[config.mk]
export PLATFORM = sky130hd
export DESIGN_NAME = operand_bus_arbiter
export DESIGN_NICKNAME = d
export VERILOG_FILES = /design/src/rtl/operand_bus_arbiter.sv
export SDC_FILE = /design/constraint.sdc
export NUM_CORES = 1
export LEC_CHECK = 0
export CORE_MARGIN = 2
export CORE_UTILIZATION = 25
export CTS_CLUSTER_SIZE = 40
export DETAILED_ROUTE_END_ITERATION = 12
export PLACE_DENSITY = 0.54
export RECOVER_POWER = 25
export SYNTH_ARGS = -nofsm -noshare
export SYNTH_HDL_FRONTEND = slang
export SYNTH_SLANG_ARGS = --single-unit
[constraint.sdc]
create_clock -name clk -period 4.3 [get_ports clk]
set_clock_uncertainty 0.2 [all_clocks]
set_input_delay 0.86 -clock clk [delete_from_list [all_inputs] [get_ports clk]]
set_output_delay 0.86 -clock clk [all_outputs]
set_load 0.05 [all_outputs]
[src/rtl/operand_bus_arbiter.sv]
// Two-requester round-robin arbiter driving a shared operand mux; registers the selected operand, valid and source tag.
// Grant one cycle after a request in IDLE, operand one cycle after a transfer edge; a grant is held at most MAX_HOLD cycles under contention.
module operand_bus_arbiter #(
    parameter int WIDTH    = 32,
    parameter int MAX_HOLD = 8
) (
    input  logic             clk,
    input  logic             rst_n,
    input  logic             req0,
    input  logic             req1,
    input  logic [WIDTH-1:0] I0,
    input  logic [WIDTH-1:0] I1,
    output logic             gnt0,
    output logic             gnt1,
    output logic             sel,
    output logic [WIDTH-1:0] o,
    output logic             o_valid,
    output logic             o_src
);

    localparam int HW = (MAX_HOLD > 1) ? $clog2(MAX_HOLD) : 1;
    localparam logic [HW-1:0] HOLD_LAST = HW'(MAX_HOLD - 1);

    typedef enum logic [1:0] {
        IDLE = 2'd0,
        G0   = 2'd1,
        G1   = 2'd2
    } state_t;

    state_t            r_state;
    state_t            w_state_nxt;
    logic              r_last;
    logic              w_last_nxt;
    logic [HW-1:0]     r_hold;
    logic [HW-1:0]     w_hold_nxt;
    logic [WIDTH-1:0]  r_o;
    logic              r_o_valid;
    logic              r_o_src;
    logic              w_owner;
    logic              w_mine;
    logic              w_other;
    logic              w_xfer;
    logic [WIDTH-1:0]  w_din;

    assign gnt0    = (r_state == G0);
    assign gnt1    = (r_state == G1);
    assign sel     = gnt1;
    assign o       = r_o;
    assign o_valid = r_o_valid;
    assign o_src   = r_o_src;

    // Shared operand mux, steered by the registered select
    assign w_din = sel ? I1 : I0;

    always_comb begin
        w_state_nxt = r_state;
        w_last_nxt  = r_last;
        w_hold_nxt  = r_hold;
        w_owner     = (r_state == G1);
        w_mine      = w_owner ? req1 : req0;
        w_other     = w_owner ? req0 : req1;
        w_xfer      = (r_state != IDLE) && w_mine;
        case (r_state)
            IDLE: begin
                if (req0 && req1)
                    w_state_nxt = r_last ? G0 : G1;
                else if (req0)
                    w_state_nxt = G0;
                else if (req1)
                    w_state_nxt = G1;
            end
            G0, G1: begin
                if (!w_mine) begin
                    // Owner released: hand straight over, or fall back to idle
                    w_hold_nxt  = '0;
                    w_last_nxt  = w_owner;
                    w_state_nxt = w_other ? (w_owner ? G0 : G1) : IDLE;
                end else if (r_hold == HOLD_LAST) begin
                    w_hold_nxt = '0;
                    if (w_other) begin
                        w_state_nxt = w_owner ? G0 : G1;
                        w_last_nxt  = w_owner;
                    end
                end else begin
                    w_hold_nxt = r_hold + 1'b1;
                end
            end
            default: w_state_nxt = IDLE;
        endcase
    end

    always_ff @(posedge clk) begin
        if (!rst_n) begin
            r_state   <= IDLE;
            r_last    <= 1'b1;
            r_hold    <= '0;
            r_o       <= '0;
            r_o_valid <= 1'b0;
            r_o_src   <= 1'b0;
        end else begin
            r_state   <= w_state_nxt;
            r_last    <= w_last_nxt;
            r_hold    <= w_hold_nxt;
            r_o_valid <= w_xfer;
            if (w_xfer) begin
                r_o     <= w_din;
                r_o_src <= w_owner;
            end
        end
    end

endmodule

==> After elaboration in Yosys (flattened, before gate mapping) <==
Cells that the tools add are included.
{ "classes": {"reduce_logical": 7, "n_eq_ne": 8, "div_mod_pow": 0, "muxes": 18, "shift": 0, "n_addsub": 1, "multipliers": 0, "bitwise_logic": 0, "order_cmp": 0} }
{ "op_table": {"columns": ["operator", "count"], "rows": [
  ["$mux 32", 1],
  ["$mux 2", 9],
  ["$mux 3", 2],
  ["$ne 3x3->1 const B", 2],
  ["$reduce_and 3->1", 2],
  ["$mux 1", 5],
  ["$ne 2x1->1 const B", 2],
  ["$ne 4x4->1 const B", 1],
  ["$pmux 2 s2", 1],
  ["$add 3x1->3 const B", 1],
  ["$eq 3x3->1 const B", 1],
  ["$eq 2x1->1 const B", 1],
  ["$eq 2x2->1 const B", 1],
  ["$logic_and 1x1->1", 2],
  ["$logic_not 2->1", 1],
  ["$reduce_bool 2->1", 1],
  ["$reduce_or 2->1", 1]
]} }
{ "totals": {"in_bits": 68, "mem_bits_ro": 0, "latch_bits": 0, "word_cells": 40, "regBits": 40, "out_inout_bits": 37, "memories": 0, "ram_bits": 0} }

==> Depth between registers and ports, before layout <==
Gate-level depths: netlist of run 1.
{ "depth": {"word_depth": 6, "depth_mapped": 8, "depth_no_buf": 6} }

==> Least setup slack after synthesis of run 1 <==
OpenSTA, ideal clock, no wires.
{ "synth_path": {"kind": "reg2out", "from": "reg r_state[0]", "to": "out sel", "path_stages_with_launch": 4, "arrival_ps": 1212, "slack_ps": 2028, "n_path_buf": 1, "required_time_ps": 3240, "cell_sequence": "dfxtp_1 inv_1 ha_1 buf_4"} }
{ "synth_between": {"elab_chain_len": 1} }
{ "synth_rtl": {"columns": ["element", "line", "rtl"], "rows": [
  ["start, declared", "30", "state_t r_state;"],
  ["start signal, assigned", "101", "r_state <= w_state_nxt;"],
  ["$eq 2x2->1", "46", "assign gnt1 = (r_state == G1);"],
  ["end, declared", "15", "output logic sel,"]
]} }
Every way passes these cells.

==> Final worst setup path of run 1 <==
{ "layout_path": {"from": "in req0", "to": "reg r_o_src, in the netlist o_src"} }
{ "layout_between": {"elab_chain_len": 2} }
{ "layout_rtl": {"columns": ["element", "line", "rtl"], "rows": [
  ["start, declared", "9", "input logic req0,"],
  ["$mux 1", "60", "w_mine = w_owner ? req1 : req0;"],
  ["$logic_and 1x1->1", "62", "w_xfer = (r_state != IDLE) && w_mine;"],
  ["end signal, assigned", "107", "r_o_src <= w_owner;"],
  ["end, declared", "38", "logic r_o_src;"]
]} }
Every way passes these cells.
A chain may end at the register's enable or synchronous reset.

==> out/summary.txt, run 1 <==
antenna-violating nets left = 0
first-pass GRT wire length = 7.87 mm
#FFs+latches synth = 40
ANT cells = 0
maximum number of pins on one net before global-route repair = 38
Tmin final = 2920 ps
clock power share = 11.8%
Internal = 1.05 mW
Area growth, synth to finish = 57.1%
Clk Latency, worst-skew pair = 280 ps
register share of total power = 28.7%
die span in y = 94.1 um
post-DP HPWL = 3.72 mm
post-synthesis sequential area ratio = 39.4%
Routed Wire Length = 5.08 mm
# DRC = 0
DIE AREA = 0.00886 sq mm
Worst Tran Pin Value = 985 ps
IO Count = 105
Post-CTS Hold Fix Bufs = 0
commonest non-fill, non-tap cell in the layout = clkdlybuf4s50_1
DR vias = 1776
Reg2Reg Launch Point = r_state[0]
most frequent cells in the layout = clkdlybuf4s50_1, dfxtp_1, nand2_1
CTS tree = built
Worst-path clk slew = 70 ps
initial antenna violation count = 0
Setup crit end kind = register
CTS Buf Count = 5
Slew Limit Headroom = 34.3%
htree depth = 2
grt total ovfl = 0
Final Wtd Congestion = 0.749
row cnt = 32
1st-iter DRT viols = 50
power share of the combinational group = 59.5%
Worst Hold Class = register to register
Sw Pwr = 913 uW
unrepaired setup endpoints after global routing = no
Starting Density = 26.0%
YS warnings = 0
Yosys cell types = 25
syn nets = 277
Avg Synthesized Cell Area = 10.1 sq um
vias in the first global route = 1734
fillers = 790
placed cells = 395
Hold Startpoint = o[8]
final non-filler cell total = 402
outcome = finished, final reports clean
Max Fclk = 342 MHz
P_leak = 1.53 nW
Critical Path Start Type = input port
Initial DRT Pass Iterations = 4
setup bufs post-CTS = 0
CP Launch Point = req0
port bufs = 104
core area = 0.00781 sq mm
drt wl/cell = 12.6 um
Req. time, crit path = 4280 ps
Final setup viols = 0
clk sink count = 40
Crit path arrival time = 2900 ps
Fin Setup TNS = 0 ps
post-synth top area share = 39.4%
Net Sw Frac = 46.5%
Final Hold Violating Endpoints = 0
Gate Count Post-Synth = 202
final slew viol count = 0
final hold slack = 292 ps
Worst VDD drop = 0.252 mV
post-cts sizing count = 0
final worst-path cycle share = 67.9%
Layout Nets = 375
Yosys top cell by area = dfxtp_1
pwr dens = 615 mW/mm^2
ratio of cells with drive above 1 in the final layout = 4.00%
Vias/cell = 4.42
Mapped Area = 0.00203 sq mm
Clock Path Buffers = 2
critical path type = input port to register
max-cap violation count = 0
CP max FO = 36
top cells by area, synth = dfxtp_1, mux2i_1, o211a_1
Root Buffer = clkbuf_8
overall global routing resource usage = 11.1%
die width = 94.1 um
## per-stage QoR
| stage | util, % | total power [mW] | worst slack (ps) | instance area, sq um |
|---|---|---|---|---|
| 2_1_floorplan | - | 1.43 | 2030 | 2030 |
| 3_3_place_gp | 40.0 | 1.77 | 1240 | 3120 |
| 3_5_place_dp | 40.0 | 1.77 | 1190 | 3120 |
| 4_1_cts | 41.0 | 2.02 | 1460 | 3200 |
| 5_1_grt | 40.9 | 2.08 | 1190 | 3190 |
| 6_report | 40.9 | 1.96 | 1380 | 3190 |
## layer usage
layer | GRT usage (%) | up-vias | share of wire, %
met1 | 12.9 | 806 | 45
met2 | 19.0 | 54 | 47
met3 | 4.41 | 4 | 7.9
li1 | - | 912 | -
met4 | 2.54 | 0 | 0.57
met5 | 0 | - | 0
## worst max-delay path, cell delays in order
cell and delay [ps]:
dlygate4sd3_1 680, mux2i_1 250, nor2_4 580, buf_12 270
mux2i_1 190, nor2b_1 60
## final timing paths
path                            endpoint  slack, ps  depth (start not counted)
worst max-delay path               o_src       1380                          6
worst min-delay path                o[8]        290                          1
worst max register to register     o_src       1920                          7
worst min register to register      o[8]        290                          1
## power by group through the flow
stage	Sequential (mW)	Combinational, mW	Clock [mW]
finish	0.563	1.17	0.232
global route	0.580	1.24	0.263
CTS	0.566	1.20	0.246
detailed placement	0.572	1.20	0
global placement	0.570	1.20	0
floorplan	0.943	0.482	0
## cell usage after synthesis, drive strengths merged
cell / count
dfxtp: 40
nand2: 38
mux2i: 36
o211a: 32
buf: 12
ha: 7
a21oi: 6
nor2: 5
nor2b: 5
clkbuf: 4
inv: 4
o21ai: 3
nand2b: 2
a211oi: 1
a21boi: 1
a22oi: 1
and2: 1
and3: 1
mux2: 1
nor4: 1
o211ai: 1
## area by class of cell
class	count	area, sq um	area share [%]
inverter	4	15.0	0.471
multi-input combinational	142	1100	34.4
tap	102	128	4.00
sequential	40	801	25.1
clock inverter	1	5.00	0.157
timing repair buffer	107	1070	33.6
clock buffer	6	72.6	2.27
## logic make-up (layout without fill, tap and decap cells)
logic type | count (synthesis) | count (layout) | share of synthesized area [%]
buf+inv | 20 | 118 | 6.72
simple gates | 53 | 53 | 11.2
flops | 40 | 40 | 39.4
fa+ha+maj | 7 | 7 | 4.31
compound gates | 45 | 45 | 19.7
mux | 37 | 37 | 18.7
## flip-flops by register name, indices dropped and copies added, names as in the netlist
name / flops
o: 32
o_src: 1
o_valid: 1
r_hold: 3
r_last: 1
r_state: 2
Note: power is estimated with default switching activity, not from simulation.
==> run 2, diff against run 1 <==
Clock period 4.3 ns to 2.9 ns, I/O delays scaled along.
==> out/summary.txt, run 2 (synthesis gave the netlist of run 1 again) <==
worst r2r dst = o[14]
clock power share = 12.8% (+1.0 points)
max FFs per register = 32 (unchanged)
vias in the first global route = 1717 (-0.98%)
final worst slack = 412 ps (-967 ps)
DR vias = 1783 (+0.39%)
row cnt = 32 (unchanged)
register share of total power = 28.2% (-0.5 points)
crit-path cells = inv_1 > ha_1 > clkdlybuf4s50_1
Final Hold Violating Endpoints = 0 (unchanged)
Post-CTS Hold Fix Bufs = 0 (unchanged)
cells on worst reg2reg path = 6 (-1)
ANT cells = 0 (unchanged)
# DRC = 0 (unchanged)
port bufs = 104 (unchanged)
worst path buffer plus inverter count = 2 (unchanged)
IO Count = 105 (unchanged)
Starting Density = 26.0% (unchanged)
placed cells = 398 (+0.76%)
Final setup viols = 0 (unchanged)
Worst path slowest cell = clkdlybuf4s50_1
CP Depth = 3 (-3)
first-pass GRT wire length = 8.11 mm (+3.1%)
hold endpoint = o[12]
Worst VDD drop = 0.418 mV (+66%)
antenna-violating nets left = 0 (unchanged)
Pwr Total = 2.97 mW (+51%)
Worst Hold Class = register to register
Clk Latency, worst-skew pair = 280 ps (about the same)
post-cts sizing count = 0 (unchanged)
pwr dens = 926 mW/mm^2 (+51%)
drt wl/cell = 12.6 um (about the same)
most frequent cells in the layout = clkdlybuf4s50_1, dfxtp_1, nand2_1
post-layout util = 41.1% (+0.22 points)
power share of the combinational group = 59.0% (-0.5 points)
ratio of cells with drive above 1 in the final layout = 5.59% (+1.6 points)
post-DP HPWL = 3.86 mm (+3.7%)
Final Cell Area = 0.00321 sq mm (+0.55%)
P_leak = 1.51 nW (-1.2%)
Hold Startpoint = o[12]
clk sink count = 40 (unchanged)
CTS tree = built
final hold slack = 298 ps (+5.58 ps)
Root Buffer = clkbuf_8
maximum number of pins on one net before global-route repair = 49 (+29%)
CP max FO = 5 (-86%)
Critical Path Start Type = register
outcome = finished, final reports clean
initial antenna violation count = 0 (unchanged)
Worst Tran Pin Value = 699 ps (-286 ps)
Vias/cell = 4.39 (-0.59%)
critical path's largest stage delay = 800 ps (+120 ps)
die width = 94.1 um (unchanged)
Layout Nets = 378 (+0.80%)
Clock Path Buffers = 2 (unchanged)
Internal = 1.60 mW (+53%)
setup bufs post-CTS = 0 (unchanged)
1st-iter DRT viols = 42 (-16%)
Net Sw Frac = 46.1% (-0.44 points)
hold path cells = 1 (unchanged)
grt total ovfl = 0 (unchanged)
die span in y = 94.1 um (unchanged)
Final Wtd Congestion = 0.755 (+0.81%)
commonest non-fill, non-tap cell in the layout = clkdlybuf4s50_1
max-cap violation count = 0 (unchanged)
unrepaired setup endpoints after global routing = no
Fin Setup TNS = 0 ps (unchanged)
final non-filler cell total = 406 (+1.0%)
Routed Wire Length = 5.13 mm (+0.98%)
Setup WS pre-CTS = 501 ps (-690 ps)
Initial DRT Pass Iterations = 3 (-1)
Setup crit end kind = output pin
placed inst area = 0.00314 sq mm (+0.56%)
Crit path arrival time = 1710 ps (-1190 ps)
htree depth = 2 (unchanged)
internal reg-to-reg setup slack = 610 ps (-1310 ps)
Sw Pwr = 1.37 mW (+50%)
final worst-path cycle share = 85.8%
Req. time, crit path = 2120 ps (-2160 ps)
critical path type = register to output pin
Area growth, synth to finish = 58.0%
overall global routing resource usage = 11.5% (+0.48 points)
Slew Limit Headroom = 53.4% (+19 points)
CP top delay family = buffers and inverters
Max Fclk = 402 MHz
final slew viol count = 0 (unchanged)
DIE AREA = 0.00886 sq mm (unchanged)
Tmin final = 2490 ps
core area = 0.00781 sq mm (unchanged)
CTS Buf Count = 5 (unchanged)
Worst-path clk slew = 80 ps (about the same)
Reg2Reg Launch Point = r_state[0]
==> run 2: changes by cell type in the layout (fill, tap and decap cells not counted) <==
cell and change:
dlygate4sd3_1 -14, clkbuf_1 +1, clkdlybuf4s50_1 +12, buf_12 -1, clkinv_2 -1, buf_4 +5
clkbuf_8 +1, clkbuf_4 +1
==> run 2: how the worst max path moves through the flow <==
stage / slack (ps) / endpoint / start
floorplan: 720 / r_state[0] / r_state[0]
global placement: 570 / r_state[0] / req0
detailed placement: 500 / r_state[0] / req0
CTS: 390 / gnt0 / r_state[1]
global route: 250 / o[6] / req0
finish: 410 / gnt0 / r_state[1]
==> run 2: power by group through the flow <==
stage               clock [mW]  combinational [mW]  sequential, mW
finish                   0.381                1.75           0.838
global route             0.432                1.86           0.862
CTS                      0.402                1.80           0.838
detailed placement           0                1.80           0.846
global placement             0                1.79           0.843
floorplan                    0               0.714            1.40
==> run 2: worst register-to-register path, cell delays in order (launching register included) <==
cell,delay [ps]
dfxtp_1,400
inv_1,100
ha_1,250
mux2i_1,500
nor2_4,50
clkbuf_4,360
o211a_1,320
==> run 2: area by class of cell <==
| type | instances | area, sq um |
|---|---|---|
| fillers | 801 | 4600 |
| multi-input cells | 142 | 1100 |
| repair buffers | 110 | 1080 |
| flip-flops and latches | 40 | 801 |
| well taps | 102 | 128 |
| clock buffers | 8 | 90.1 |
| inverters | 4 | 15.0 |
==> run 2: routing by layer <==
metal | global-route usage, % | up-vias | routed length, um
met3 | 4.74 | 5 | 426
met1 | 14.0 | 809 | 2260
met2 | 19.0 | 53 | 2390
met5 | 0 | - | 0
li1 | - | 916 | -
met4 | 2.90 | 0 | 53
==> run 3, diff against run 2 <==
Settings changed: CORE_MARGIN 2 to default, GPL_ROUTABILITY_DRIVEN from default to 0.
==> out/summary.txt, run 3 (synthesis gave the netlist of run 1 again) <==
Clk Latency, worst-skew pair = 280 ps (about the same)
clk sink count = 40 (unchanged)
DR vias = 1775 (-0.45%)
ratio of cells with drive above 1 in the final layout = 5.59% (unchanged)
Crit path arrival time = 2500 ps (+790 ps)
Worst VDD drop = 0.341 mV (-19%)
Worst Hold Class = register to register
max FFs per register = 32 (unchanged)
1st-iter DRT viols = 32 (-24%)
Final Hold Violating Endpoints = 0 (unchanged)
final worst slack = 382 ps (-30.6 ps)
Layout Nets = 378 (unchanged)
Initial DRT Pass Iterations = 6 (+3)
maximum number of pins on one net before global-route repair = 49 (unchanged)
commonest non-fill, non-tap cell in the layout = clkdlybuf4s50_1
vias in the first global route = 1760 (+2.5%)
Root Buffer = clkbuf_8
drt wl/cell = 11.9 um (-5.7%)
die span in y = 92.1 um (-2.1%)
post-cts sizing count = 0 (unchanged)
port bufs = 104 (unchanged)
Clock Path Buffers = 2 (unchanged)
ANT cells = 0 (unchanged)
pwr dens = 920 mW/mm^2 (-0.63%)
# DRC = 0 (unchanged)
post-DP HPWL = 3.60 mm (-6.6%)
grt total ovfl = 0 (unchanged)
Setup crit end kind = register
Pwr Total = 2.95 mW (-0.63%)
Max Fclk = 397 MHz (-1.2%)
outcome = finished, final reports clean
initial antenna violation count = 0 (unchanged)
critical path type = input port to register
max-cap violation count = 0 (unchanged)
Starting Density = 26.0% (unchanged)
row cnt = 32 (unchanged)
IO Count = 105 (unchanged)
unrepaired setup endpoints after global routing = no
Worst Tran Pin Value = 735 ps (+36.0 ps)
CP max FO = 18 (+13)
antenna-violating nets left = 0 (unchanged)
CTS tree = built
overall global routing resource usage = 11.6% (+0.037 points)
final worst-path cycle share = 86.8% (+1.1 points)
Tmin final = 2520 ps (+30.6 ps)
first-pass GRT wire length = 7.84 mm (-3.3%)
Worst-path clk slew = 70 ps (about the same)
Fin Setup TNS = 0 ps (unchanged)
most frequent cells in the layout = clkdlybuf4s50_1, dfxtp_1, nand2_1
CTS Buf Count = 5 (unchanged)
die width = 92.1 um (-2.1%)
Area growth, synth to finish = 58.0% (unchanged)
Slew Limit Headroom = 51.0% (-2.4 points)
Req. time, crit path = 2880 ps (+760 ps)
setup bufs post-CTS = 0 (unchanged)
Routed Wire Length = 4.84 mm (-5.7%)
core area = 0.00781 sq mm (unchanged)
Post-CTS Hold Fix Bufs = 0 (unchanged)
P_leak = 1.51 nW (unchanged)
DIE AREA = 0.00849 sq mm (-4.2%)
Vias/cell = 4.37 (-0.45%)
Final setup viols = 0 (unchanged)
htree depth = 2 (unchanged)
Critical Path Start Type = input port
final slew viol count = 0 (unchanged)
Setup WS pre-CTS = 535 ps (+34.4 ps)
fillers = 804 (+0.37%)
[run 3: cell counts in the layout (fill, tap and decap cells not counted)]
No cell type changed its count.
[run 3: layout make-up]
class | count | area, sq um | area share (%)
inverters | 4 | 15.0 | 0.468
repair buffers | 110 | 1080 | 33.6
clock buffers | 8 | 90.1 | 2.81
flip-flops and latches | 40 | 801 | 25.0
multi-input cells | 142 | 1100 | 34.2
well taps | 102 | 128 | 3.98
[run 3: stage by stage]
| stage | instance area [sq um] | util (%) | hold slack (ps) | std cells |
|---|---|---|---|---|
| after floorplan | 2030 | - | 269 | 202 |
| after global placement | 3140 | 40.2 | 278 | 398 |
| after detailed placement | 3140 | 40.2 | 285 | 398 |
| after CTS | 3230 | 41.3 | 304 | 406 |
| after global routing | 3210 | 41.1 | 325 | 406 |
| final | 3210 | 41.1 | 297 | 406 |
[run 3: worst max-delay path, stage by stage]
cell,delay [ps]
dlygate4sd3_1,670
mux2i_1,250
nor2_4,140
clkbuf_1,570
nand2_1,120
o211a_1,160
[run 3: where the power goes]
part | total, mW | internal [mW] | switching [mW] | leakage (nW)
sequential | 0.832 | 0.735 | 0.0972 | 0.328
combinational | 1.75 | 0.673 | 1.07 | 1.13
clock | 0.374 | 0.194 | 0.180 | 0.0455
total | 2.95 | 1.60 | 1.35 | 1.51
[run 3: worst paths after layout]
| path | from | to | slack [ps] | cells past startpoint |
|---|---|---|---|---|
| max | req0 | o[24] | 380 | 6 |
| min | o[31] | o[31] | 300 | 1 |
| max reg2reg | r_state[0] | o[24] | 630 | 7 |
| min reg2reg | o[31] | o[31] | 300 | 1 |
[run 3: routing by layer]
layer  GRT usage [%]  routed length [um]
met1            13.3                2100
met2            20.1                2340
met3            3.98                 372
met4            3.52                  26
met5               0                   0
